### config.mk
export PLATFORM = sky130hd
export DESIGN_NAME = usb_fs_rx
export DESIGN_NICKNAME = d
export VERILOG_FILES = /design/src/rtl/usb_fs_pkg.sv /design/src/rtl/usb_nrzi_unstuff.sv /design/src/rtl/usb_fs_rx.sv
export SDC_FILE = /design/constraint.sdc
export NUM_CORES = 1
export LEC_CHECK = 0
export CAP_MARGIN = 15
export CORE_MARGIN = 5
export CORE_UTILIZATION = 35
export DETAILED_ROUTE_END_ITERATION = 12
export PLACE_DENSITY = 0.63
export SETUP_SLACK_MARGIN = 0.1
export SLEW_MARGIN = 5
export SYNTH_ARGS = -nofsm -noshare
export SYNTH_HDL_FRONTEND = slang
export SYNTH_SLANG_ARGS = --single-unit
### constraint.sdc
create_clock -name clk -period 2.45 [get_ports clk]
set_clock_uncertainty 0.05 [all_clocks]
set_input_delay 0.245 -clock clk [delete_from_list [all_inputs] [get_ports clk]]
set_output_delay 0.245 -clock clk [all_outputs]
set_load 0.05 [all_outputs]
### src/rtl/usb_fs_pkg.sv
// rtl/usb_fs_pkg.sv - shared encodings, states and constants for the full-speed USB receiver
package usb_fs_pkg;

  localparam int BIT_RATE_MHZ = 12;

  // Encodings match the raw {linep, linem} pair so the input stage is a straight copy.
  typedef enum logic [1:0] {
    LS_SE0 = 2'b00,
    LS_K   = 2'b01,
    LS_J   = 2'b10,
    LS_SE1 = 2'b11
  } line_t;

  typedef enum logic [2:0] {
    S_IDLE,
    S_SYNC,
    S_DATA,
    S_EOP,
    S_ERR
  } state_t;

  localparam logic [2:0] ERR_NONE  = 3'd0;
  localparam logic [2:0] ERR_STUFF = 3'd1;
  localparam logic [2:0] ERR_ALIGN = 3'd2;
  localparam logic [2:0] ERR_SE1   = 3'd3;
  localparam logic [2:0] ERR_SYNC  = 3'd4;
  localparam logic [2:0] ERR_EOP   = 3'd5;

  // Decoded SYNC bits, first-received bit in position 0: seven 0s then a 1.
  localparam logic [7:0] SYNC_PATTERN = 8'b1000_0000;

  // Anything that is not a clean J, K or SE0 (including X/Z) is treated as SE1.
  function automatic line_t decode_line(input logic p, input logic m);
    case ({p, m})
      2'b10:   return LS_J;
      2'b01:   return LS_K;
      2'b00:   return LS_SE0;
      default: return LS_SE1;
    endcase
  endfunction

endpackage

### src/rtl/usb_nrzi_unstuff.sv
// rtl/usb_nrzi_unstuff.sv - NRZI decode with ones counting and stuffed-bit removal
module usb_nrzi_unstuff
  import usb_fs_pkg::*;
(
  input  logic  clk,
  input  logic  reset,
  input  logic  track,
  input  line_t line,
  output logic  bit_val,
  output logic  bit_en,
  output logic  stuff_err
);

  line_t      prev;
  logic [2:0] ones;
  logic       is_jk;
  logic       stuff_slot;

  // Decode the current sample; the bit after six 1s is never delivered.
  always_comb begin
    is_jk      = (line == LS_J) || (line == LS_K);
    stuff_slot = (ones == 3'd6);
    bit_val    = (line == prev);
    bit_en     = track && is_jk && !stuff_slot;
    stuff_err  = track && is_jk && stuff_slot && bit_val;
  end

  // Previous J/K level and run of decoded 1s; both restart whenever not tracking a packet.
  always_ff @(posedge clk) begin
    if (reset || !track) begin
      prev <= LS_J;
      ones <= 3'd0;
    end else if (is_jk) begin
      prev <= line;
      if (stuff_slot || !bit_val) ones <= 3'd0;
      else                        ones <= ones + 3'd1;
    end
  end

endmodule

### src/rtl/usb_fs_rx.sv
// rtl/usb_fs_rx.sv - full-speed USB receive front end: SYNC, bytes, EOP, errors, bus reset
module usb_fs_rx
  import usb_fs_pkg::*;
#(
  parameter int RESET_BITS = BIT_RATE_MHZ * 5 / 2
) (
  input  logic       clk,
  input  logic       reset,
  input  logic       linep,
  input  logic       linem,
  output logic       rx_active,
  output logic [7:0] rx_data,
  output logic       rx_valid,
  output logic       rx_first,
  output logic       rx_pid_err,
  output logic       rx_eop,
  output logic       rx_err,
  output logic [2:0] rx_err_code,
  output logic       bus_reset
);

  localparam int            RW      = $clog2(RESET_BITS + 1);
  localparam logic [RW-1:0] RST_MAX = RW'(RESET_BITS);

  line_t         line_q;
  state_t        state, state_n;
  logic [2:0]    sync_cnt, sync_cnt_n;
  logic [2:0]    bit_cnt, bit_cnt_n;
  logic [7:0]    shift, shift_n;
  logic          first_pend, first_pend_n;
  logic [1:0]    se0_cnt, se0_cnt_n;
  logic [RW-1:0] rst_cnt, rst_cnt_n;
  logic          active_n, valid_n, first_n, pid_err_n, eop_n, err_n, bus_reset_n;
  logic [7:0]    data_n;
  logic [2:0]    code_n;
  logic          abort;
  logic [2:0]    abort_code;
  logic          track, bit_val, bit_en, stuff_err;

  // Register the bus pair once per bit.
  always_ff @(posedge clk) begin
    if (reset) line_q <= LS_J;
    else       line_q <= decode_line(linep, linem);
  end

  // The entry K of SYNC is decoded while still in IDLE so it counts as the first SYNC bit.
  assign track = (state == S_SYNC) || (state == S_DATA) ||
                 ((state == S_IDLE) && (line_q == LS_K));

  usb_nrzi_unstuff u_nrzi (
    .clk       (clk),
    .reset     (reset),
    .track     (track),
    .line      (line_q),
    .bit_val   (bit_val),
    .bit_en    (bit_en),
    .stuff_err (stuff_err)
  );

  // Packet FSM next state, byte assembly and next values of all registered outputs.
  always_comb begin
    state_n      = state;
    sync_cnt_n   = sync_cnt;
    bit_cnt_n    = bit_cnt;
    shift_n      = shift;
    first_pend_n = first_pend;
    se0_cnt_n    = se0_cnt;
    active_n     = rx_active;
    data_n       = rx_data;
    valid_n      = 1'b0;
    first_n      = 1'b0;
    pid_err_n    = 1'b0;
    eop_n        = 1'b0;
    err_n        = 1'b0;
    code_n       = rx_err_code;
    abort        = 1'b0;
    abort_code   = ERR_NONE;
    rst_cnt_n    = '0;
    bus_reset_n  = 1'b0;

    case (state)
      S_IDLE: begin
        if (line_q == LS_K) begin
          state_n    = S_SYNC;
          sync_cnt_n = 3'd1;
        end
        if (line_q == LS_SE0) begin
          rst_cnt_n   = (rst_cnt == RST_MAX) ? rst_cnt : rst_cnt + RW'(1);
          bus_reset_n = (rst_cnt_n == RST_MAX);
        end
      end
      S_SYNC: begin
        if (!bit_en || (bit_val != SYNC_PATTERN[sync_cnt])) begin
          abort      = 1'b1;
          abort_code = ERR_SYNC;
        end else if (sync_cnt == 3'd7) begin
          state_n      = S_DATA;
          active_n     = 1'b1;
          bit_cnt_n    = 3'd0;
          first_pend_n = 1'b1;
        end else begin
          sync_cnt_n = sync_cnt + 3'd1;
        end
      end
      S_DATA: begin
        if (line_q == LS_SE0) begin
          if (bit_cnt != 3'd0) begin
            abort      = 1'b1;
            abort_code = ERR_ALIGN;
          end else begin
            state_n   = S_EOP;
            se0_cnt_n = 2'd1;
          end
        end else if (line_q == LS_SE1) begin
          abort      = 1'b1;
          abort_code = ERR_SE1;
        end else if (stuff_err) begin
          abort      = 1'b1;
          abort_code = ERR_STUFF;
        end else if (bit_en) begin
          shift_n   = {bit_val, shift[7:1]};
          bit_cnt_n = bit_cnt + 3'd1;
          if (bit_cnt == 3'd7) begin
            valid_n      = 1'b1;
            data_n       = shift_n;
            first_n      = first_pend;
            pid_err_n    = first_pend && (shift_n[7:4] != ~shift_n[3:0]);
            first_pend_n = 1'b0;
          end
        end
      end
      S_EOP: begin
        if (line_q == LS_SE0) begin
          if (se0_cnt == 2'd3) begin
            abort      = 1'b1;
            abort_code = ERR_EOP;
          end else begin
            se0_cnt_n = se0_cnt + 2'd1;
          end
        end else if (line_q == LS_J) begin
          eop_n    = 1'b1;
          active_n = 1'b0;
          state_n  = S_IDLE;
        end else begin
          abort      = 1'b1;
          abort_code = ERR_EOP;
        end
      end
      S_ERR: begin
        if (line_q == LS_J) state_n = S_IDLE;
      end
      default: state_n = S_IDLE;
    endcase

    if (abort) begin
      state_n  = S_ERR;
      err_n    = 1'b1;
      code_n   = abort_code;
      active_n = 1'b0;
    end
  end

  // State and output registers; reset discards any partial packet silently.
  always_ff @(posedge clk) begin
    if (reset) begin
      state       <= S_IDLE;
      sync_cnt    <= 3'd0;
      bit_cnt     <= 3'd0;
      shift       <= 8'd0;
      first_pend  <= 1'b0;
      se0_cnt     <= 2'd0;
      rst_cnt     <= '0;
      rx_active   <= 1'b0;
      rx_data     <= 8'd0;
      rx_valid    <= 1'b0;
      rx_first    <= 1'b0;
      rx_pid_err  <= 1'b0;
      rx_eop      <= 1'b0;
      rx_err      <= 1'b0;
      rx_err_code <= ERR_NONE;
      bus_reset   <= 1'b0;
    end else begin
      state       <= state_n;
      sync_cnt    <= sync_cnt_n;
      bit_cnt     <= bit_cnt_n;
      shift       <= shift_n;
      first_pend  <= first_pend_n;
      se0_cnt     <= se0_cnt_n;
      rst_cnt     <= rst_cnt_n;
      rx_active   <= active_n;
      rx_data     <= data_n;
      rx_valid    <= valid_n;
      rx_first    <= first_n;
      rx_pid_err  <= pid_err_n;
      rx_eop      <= eop_n;
      rx_err      <= err_n;
      rx_err_code <= code_n;
      bus_reset   <= bus_reset_n;
    end
  end

endmodule

==> results.cfg, run 1 <==
[setup_path]
startpoint_type = register
slowest_stage = a311o_1
cp-end-kind = register
slowest_delay_ns = 0.40
crit_required_ns = 2.65
critPathArrivalTime_ns = 2.40
r2r_setup_slack_ns = 0.25
crit_chain = inv_1 -> ha_1 -> or3_4 -> and3_4 -> a311o_1 -> a211oi_4 -> o211a_1
worstPathMaxFanout = 5
path_class = register to register

[routing]
firstDrtPassIters = 4
routed-via-count = 1999
drc = 0
drt-total-wl_um = 5165
drtIter0Drc = 81
wl_per_cell_um = 13.04
vias_per_cell = 5.048
drtAntennaViolNets = 0

[timing]
setup_viol = 0
period_needed_ns = 2.202
hold_viol = 0
worst_pin_slew_ns = 0.5411
finalCritPeriodShare_pct = 89.88
max_freq_mhz = 454.1
max_slew_margin_pct = 63.71
rsz0062_at_grt = no
slew_violations = 0
setup_tns_ns = 0

[clock_network]
htree_levels = 2
cts_tree = done
cts-root-buf = clkbuf_8
path_clk_slew_ns = 0.09
post-cts-setup-buffer-count = 0
cts.path.max_buffers = 2
cts_buffers = 5
cts_num_sinks = 50
clk_latency_ns = 0.31

[grt]
antenna_found_initial = 0
grt_max_degree = 19
grt_pass1_vias = 1877
grt_pass1_wl_um = 8949
grt_overflow = 0
grt.total_usage_pct = 12.69

[synthesis]
yosysWarnings = 0
syn_area_um2 = 2449
async_flop_share_pct = 0
synth-main-ff-cell = dfxtp_1
synth_cell_types = 60
synth_fp_nets = 289
syn_area_per_cell_um2 = 9.035
yosysSeqAreaShare_pct = 40.88
ys_ff_latch = 50
synth-edff-count = 0
netlist_instances = 271

[worst_hold_path]
hold_path_class = register to register

[floorplanning]
start_util_pct = 36.04
die_w_um = 93.64
fp.dieH_um = 93.64
design.core.area_um2 = 6794
num_rows = 30
die_area_um2 = 8768
ios = 22

[layout]
nets = 317
drive_above_1_share_pct = 10.33
syn_to_final_growth_pct = 19.42
n_fill_cell = 674
antenna_cells = 0

[power]
leakagePower_nw = 1.092
power.total_w = 0.001510
vdd.ir_drop.worst_uv = 242.7
power_density_nw_per_um2 = 516.6

[placed_design]
place_congestion = 0.8563
port_buffers = 21
dp_hpwl_um = 3953

[flow_run]
maxCapViolCount = 0

[run_status]
outcome = finished clean
-- Yosys cell counts (2+ instances only) --
cell	n	area share (%)
and2_1	4	1.0
xnor2_1	4	1.4
o211a_1	2	0.82
clkbuf_1	8	1.2
mux2i_1	10	4.1
mux2_2	2	0.92
nand2b_1	4	1.0
nor2_1	23	3.5
nand3_1	18	3.7
nand3b_1	2	0.61
ha_1	14	7.2
o32ai_1	2	0.72
o21ai_1	2	0.41
a311oi_1	2	0.72
a211oi_1	2	0.61
nand4_1	3	0.77
nand2_1	17	2.6
nand4b_1	3	1.1
or3_1	2	0.51
a211o_1	2	0.72
dfxtp_1	50	41
nor3_1	4	0.82
inv_1	12	1.8
nor2b_1	8	2.0
nor4b_1	2	0.72
and3_1	4	1.0
a31oi_1	3	0.77
o21ai_0	6	1.2
xor2_1	2	0.72
a21oi_1	22	4.5
buf_2	3	0.61
-- worst max-delay path, delay by kind of cell, from the launching register on --
family                   cells  cell delay [ns]
AO/OA/AOI/OAI                3             0.91
flip-flops                   1             0.38
buffers and inverters        1             0.07
AND/OR/NAND/NOR              2             0.53
adder cells (fa/ha/maj)      1             0.22
-- flip-flops by register name, summed over array words and instances, names as in the netlist, named ones only --
| name | count |
|---|---|
| se0_cnt | 2 |
| state | 3 |
| rx_pid_err | 1 |
| rx_err_code | 3 |
| bit_cnt | 3 |
| sync_cnt | 3 |
| u_nrzi.ones | 3 |
| u_nrzi.prev | 2 |
| rx_active | 1 |
| rx_eop | 1 |
| bus_reset | 1 |
| rx_first | 1 |
| rx_data | 8 |
| line_q | 2 |
| shift | 7 |
| first_pend | 1 |
| rst_cnt | 5 |
| rx_valid | 1 |
| rx_err | 1 |
-- worst paths after layout --
path	from	to	cells after the start
worst max-delay path	line_q[1]	state[1]	7
worst min-delay path	rx_data[2]	rx_data[2]	2
worst max register to register	line_q[1]	state[1]	7
worst min register to register	rx_data[2]	rx_data[2]	2
-- through the flow --
stage                     utilization [%]  setup slack, ns  std cells  hold WS, ns  cell area (um^2)
after floorplan                         -           0.2563        271       0.3016              2449
after global placement              41.45           0.2343        388       0.3979              2816
after detailed placement            41.45           0.1697        388       0.3966              2816
after CTS                           43.02           0.1492        396       0.4098              2923
after global routing                43.04           0.1020        396       0.4305              2924
final                               43.04           0.2479        396       0.4063              2924
-- layout make-up --
class | count | area (um^2) | area share (%)
multi-input combinational | 197 | 1350 | 46.17
inverter | 12 | 45.04 | 1.540
clock inverter | 1 | 30.03 | 1.027
tap | 96 | 120.1 | 4.108
clock buffer | 7 | 76.32 | 2.610
timing repair buffer | 33 | 300.3 | 10.27
sequential | 50 | 1002 | 34.27
-- placed cells by master (no fill, tap or decap), types with 3 or more instances in the layout --
master           instances
nor2b_1                  8
nand4b_1                 3
and3_1                   4
a31oi_1                  3
nor3_1                   4
a21oi_1                 22
and2_1                   4
nand2_1                 17
nand2b_1                 4
nand4_1                  3
nand3_1                 18
xnor2_1                  4
clkbuf_8                 5
ha_1                    14
nor2_1                  23
o21ai_0                  6
dfxtp_1                 49
mux2i_1                 10
inv_1                   12
buf_4                   12
clkdlybuf4s50_1         21
-- power by group --
part           switching (W)  internal, W
Combinational      0.0000633    0.0000446
Sequential        0.00000828     0.000819
Clock               0.000270     0.000306
-- layer usage --
layer / share of wire [%] / vias up / routed length [um] / GRT usage (%)
li1: - / 1029 / - / -
met5: 0 / - / 0 / 0
met2: 47 / 24 / 2419 / 20.55
met4: 1.9 / 0 / 100 / 5.415
met3: 2.2 / 7 / 116 / 2.011
met1: 49 / 939 / 2529 / 16.67
-- what timing repair did --
item	in CTS	in global routing
resized for setup	0	1
endpoints found under the setup margin	0	5
hold buffers	0	0
-- cells by family after synthesis --
| group | synth area share, % |
|---|---|
| simple gates | 24.73 |
| compound gates | 16.10 |
| flops | 40.88 |
| buf+inv | 3.986 |
| fa+ha+maj | 7.154 |
| mux | 5.008 |
| xor+xnor | 2.146 |
No activity file was read; power rests on OpenSTA's default activity.
==> run 2: changes to the inputs <==
CAP_MARGIN = not set   (was 15)
MAX_ROUTING_LAYER = met4   (was not set)
==> results.cfg, run 2 (synthesized netlist as in run 1, its figures left out) <==
[timing]
slew_violations = 0
finalCritPeriodShare_pct = 89.91
max_slew_margin_pct = 63.75
worst_pin_slew_ns = 0.5406
max_freq_mhz = 454.0
fin_ws_ns = 0.2473
hold_viol = 0
hold_slack_ns = 0.4058
setup_tns_ns = 0
setup_viol = 0
rsz0062_at_grt = no
period_needed_ns = 2.203

[placed_design]
port_buffers = 21
place_congestion = 0.8700
pre_cts_slack_ns = 0.1697
dp_hpwl_um = 3953
numPlacedInstances = 388

[power]
leakagePower_nw = 1.092
clockPowerShare_pct = 38.1
net-switching-power_w = 0.0003407
power_frac_seq_pct = 54.8
combPwrFrac_pct = 7.2
power.share.switching_pct = 22.56
vdd.ir_drop.worst_uv = 242.7
power_density_nw_per_um2 = 516.3
p_int_w = 0.001169

[grt]
use_met2_pct = 20.55
grt_pass1_wl_um = 8956
grt-busiest-layer = met2
grt.total_usage_pct = 13.03
use_met3_pct = 2.011
grt_max_degree = 19
grt_pass1_vias = 1876
grtUsageMet1_pct = 16.67
grt_overflow = 0
antenna_found_initial = 0

[layout]
syn_to_final_growth_pct = 19.42
largestRegisters = rx_data x8, shift x7, rst_cnt x5
nets = 317
n_fill_cell = 674
layout_commonest_cell = dfxtp_1
largest_register_ffs = 8
drive_above_1_share_pct = 10.33
antenna_cells = 0
mostFrequentLayoutCells = dfxtp_1 (49), nor2_1 (23), a21oi_1 (22)
final_cell_count_no_fill = 396
largest_register = rx_data

[setup_path]
cp-end-kind = register
worstPathMaxFanout = 5
path_delay_family = compound AO/OA/AOI/OAI gates
crit_chain = inv_1 -> ha_1 -> or3_4 -> and3_4 -> a311o_1 -> a211oi_4 -> o211a_1
path_class = register to register
slowest_delay_ns = 0.40
crit_required_ns = 2.65
startpoint_type = register
cp_num_buf_inv = 1
slowest_stage = a311o_1
critPathArrivalTime_ns = 2.40

[floorplanning]
num_rows = 30
die_w_um = 93.64
die_area_um2 = 8768
fp.dieH_um = 93.64
ios = 22
start_util_pct = 36.04
design.core.area_um2 = 6794

[routing]
vias_per_cell = 5.058
firstDrtPassIters = 4
drc = 0
drtIter0Drc = 71
routed-via-count = 2003
wl_per_cell_um = 13.09
drtAntennaViolNets = 0
drt-total-wl_um = 5183

[clock_network]
path_clk_slew_ns = 0.09
cts_num_sinks = 50
cts.path.max_buffers = 2
htree_levels = 2
cts_tree = done
cts-root-buf = clkbuf_8
cts_buffers = 5
cts-hold-fix-buffers = 0
clk_latency_ns = 0.30

[flow_run]
maxCapViolCount = 0

[run_status]
outcome = finished clean

[worst_hold_path]
hold_path_class = register to register
-- run 2: cell counts in the layout (fill, tap and decap cells not counted) --
Identical to the previous run, type by type.
-- run 2: power by group through the flow --
stage / clock, W / sequential [W] / combinational (W)
2_1_floorplan: 0 / 0.000847 / 0.0000707
3_3_place_gp: 0 / 0.000846 / 0.000108
3_5_place_dp: 0 / 0.000846 / 0.000108
4_1_cts: 0.000595 / 0.000827 / 0.000108
5_1_grt: 0.000614 / 0.000828 / 0.000122
6_report: 0.000575 / 0.000827 / 0.000108
-- run 2: worst register-to-register path: cells and delay by family (launching register included) --
kind / cells / cell delay (ns)
buf+inv: 1 / 0.07
fa+ha+maj: 1 / 0.22
simple gates: 2 / 0.53
flops: 1 / 0.38
compound gates: 3 / 0.91
-- run 2: path summary, 6_finish.rpt --
| path | slack [ns] | from | depth (start not counted) | to |
|---|---|---|---|---|
| worst max-delay path | 0.25 | line_q[1] | 7 | state[1] |
| worst min-delay path | 0.41 | rx_data[2] | 2 | rx_data[2] |
| worst max register to register | 0.25 | line_q[1] | 7 | state[1] |
| worst min register to register | 0.41 | rx_data[2] | 2 | rx_data[2] |
-- run 2: metal layers --
metal,wire length (um),up-vias
li1,-,1028
met1,2556,945
met2,2411,23
met3,116,7
met4,99,0
met5,0,-
-- run 2: cell type report --
cell class                 instances  area [um^2]  share of cell area [%]
multi-input combinational        197         1350                   46.17
sequential                        50         1002                   34.27
timing repair buffer              33        300.3                   10.27
tap                               96        120.1                   4.108
clock buffer                       7        76.32                   2.610
inverter                          12        45.04                   1.540
clock inverter                     1        30.03                   1.027
-- run 2: through the flow --
step                      power [W]  utilization [%]  instance area, um^2
after global placement    0.0009534            41.45                 2816
after CTS                  0.001530            43.02                 2923
after floorplan           0.0009178                -                 2449
after detailed placement  0.0009542            41.45                 2816
final                      0.001510            43.04                 2924
after global routing       0.001565            43.04                 2924
-- run 2: timing repair --
item | CTS | global route
setup endpoints to repair | 0 | 5
setup buffers | 0 | 0
resized for setup | 0 | 1
==> run 3: changes to the inputs <==
PLACE_DENSITY = 0.53   (was 0.63)
==> results.cfg, run 3 (synthesized netlist as in run 1, its figures left out) <==
[run_status]
outcome = finished clean

[layout]
mostFrequentLayoutCells = dfxtp_1 (48), nor2_1 (23), a21oi_1 (22)
final_area_um2 = 2930
drive_above_1_share_pct = 11.33
syn_to_final_growth_pct = 19.67
layout_commonest_cell = dfxtp_1
largest_register = rx_data
largestRegisters = rx_data x8, shift x7, rst_cnt x5
largest_register_ffs = 8
antenna_cells = 0
nets = 317

[setup_path]
cp-endpoint = state[1]
path_delay_family = compound AO/OA/AOI/OAI gates
worstPathMaxFanout = 5
r2r_setup_slack_ns = 0.22
crit_required_ns = 2.64
slowest_delay_ns = 0.40
cp.depth = 7
cp_num_buf_inv = 1
reg2reg_depth = 7
startpoint_type = register
path_class = register to register
critPathArrivalTime_ns = 2.42
cp-end-kind = register
slowest_stage = a311o_1
r2r-start = line_q[1]
crit_chain = inv_1 -> ha_1 -> or3_4 -> and3_4 -> a311o_1 -> a211oi_4 -> o211a_1
crit_path_start = line_q[1]
regToRegEndpoint = state[1]

[grt]
grtUsageMet1_pct = 17.59
grt_pass1_wl_um = 9004
use_met2_pct = 19.89
grt_overflow = 0
grt_pass1_vias = 1849
antenna_found_initial = 0
grt_max_degree = 28
use_met3_pct = 3.057
grt-busiest-layer = met2
grt.total_usage_pct = 13.17

[power]
leakagePower_nw = 1.092
vdd.ir_drop.worst_uv = 215.4
power_density_nw_per_um2 = 515.6
p_int_w = 0.001168
power.share.switching_pct = 22.72
power_frac_seq_pct = 54.7
net-switching-power_w = 0.0003432
clockPowerShare_pct = 38.2
combPwrFrac_pct = 7.1

[floorplanning]
num_rows = 30
start_util_pct = 36.04
die_area_um2 = 8768
design.core.area_um2 = 6794
die_w_um = 93.64
ios = 22
fp.dieH_um = 93.64

[placed_design]
dpl_cell_area_um2 = 2816
port_buffers = 21
pre_cts_slack_ns = 0.1269
dp_hpwl_um = 3938
place_congestion = 0.7988

[routing]
firstDrtPassIters = 4
vias_per_cell = 4.864
wl_per_cell_um = 13.18
routed-via-count = 1926
drtAntennaViolNets = 0
drtIter0Drc = 83
drc = 0
drt-total-wl_um = 5220

[timing]
rsz0062_at_grt = no
max_freq_mhz = 449.1
worst_pin_slew_ns = 0.5215
setup_tns_ns = 0
finalCritPeriodShare_pct = 90.89
setup_viol = 0
slew_violations = 0
max_slew_margin_pct = 65.13
period_needed_ns = 2.227
hold_viol = 0
fin_ws_ns = 0.2232

[clock_network]
cts_tree = done
cts.path.max_buffers = 2
cts_buffers = 5
path_clk_slew_ns = 0.09
cts_num_sinks = 50
clk_latency_ns = 0.30
cts-root-buf = clkbuf_8
htree_levels = 2
cts-hold-fix-buffers = 0

[worst_hold_path]
hold_path_class = register to register

[flow_run]
maxCapViolCount = 0
## run 3: changes by cell type in the layout (fill, tap and decap cells not counted), sizes merged
cell / before / now
clkbuf: 7 / 6
clkinvlp: 0 / 1
## run 3: repair_timing
action / in CTS / in global routing
endpoints found under the hold margin: 0 / 0
setup buffers: 0 / 0
setup endpoints to repair: 0 / 10
gates resized for setup: 0 / 3
## run 3: tightest hold or removal path: cells and delay by family (launching register included)
family / cells / cell delay [ns]
compound gates: 1 / 0.05
flops: 1 / 0.32
simple gates: 1 / 0.05
## run 3: metrics by stage
step	utilization (%)	hold slack, ns	power (W)	cells
global route	43.13	0.4305	0.001584	396
floorplan	-	0.3016	0.0009178	271
CTS	43.08	0.4112	0.001538	396
detailed placement	41.45	0.3973	0.0009536	388
global placement	41.45	0.3959	0.0009540	388
finish	43.13	0.4085	0.001511	396
## run 3: how the worst min path moves through the flow
stage               start          to  slack (ns)  cells past startpoint
2_1_floorplan       linep   line_q[1]        0.30                      1
3_3_place_gp   rx_data[1]  rx_data[1]        0.40                      2
3_5_place_dp   rx_data[6]  rx_data[6]        0.40                      2
4_1_cts        rx_data[6]  rx_data[6]        0.41                      2
5_1_grt        rx_data[5]  rx_data[5]        0.43                      2
6_report       rx_data[6]  rx_data[6]        0.41                      2
## run 3: layout make-up
type	instances	area, um^2
inverters	12	45.04
clock buffers	6	72.57
flip-flops and latches	50	1003
well taps	96	120.1
repair buffers	33	300.3
fillers	678	3864
clock inverters	2	37.54
multi-input cells	197	1351
## run 3: layer usage
metal,part of all wire [%],vias up
met5,0,-
met3,2.9,2
li1,-,1024
met1,51,878
met4,0.71,0
met2,46,22
## run 3: power by group through the flow
stage	clock [W]	sequential (W)	combinational (W)
finish	0.000577	0.000826	0.000108
floorplan	0	0.000847	0.0000707
global placement	0	0.000845	0.000109
global route	0.000635	0.000828	0.000121
CTS	0.000603	0.000826	0.000109
detailed placement	0	0.000845	0.000109
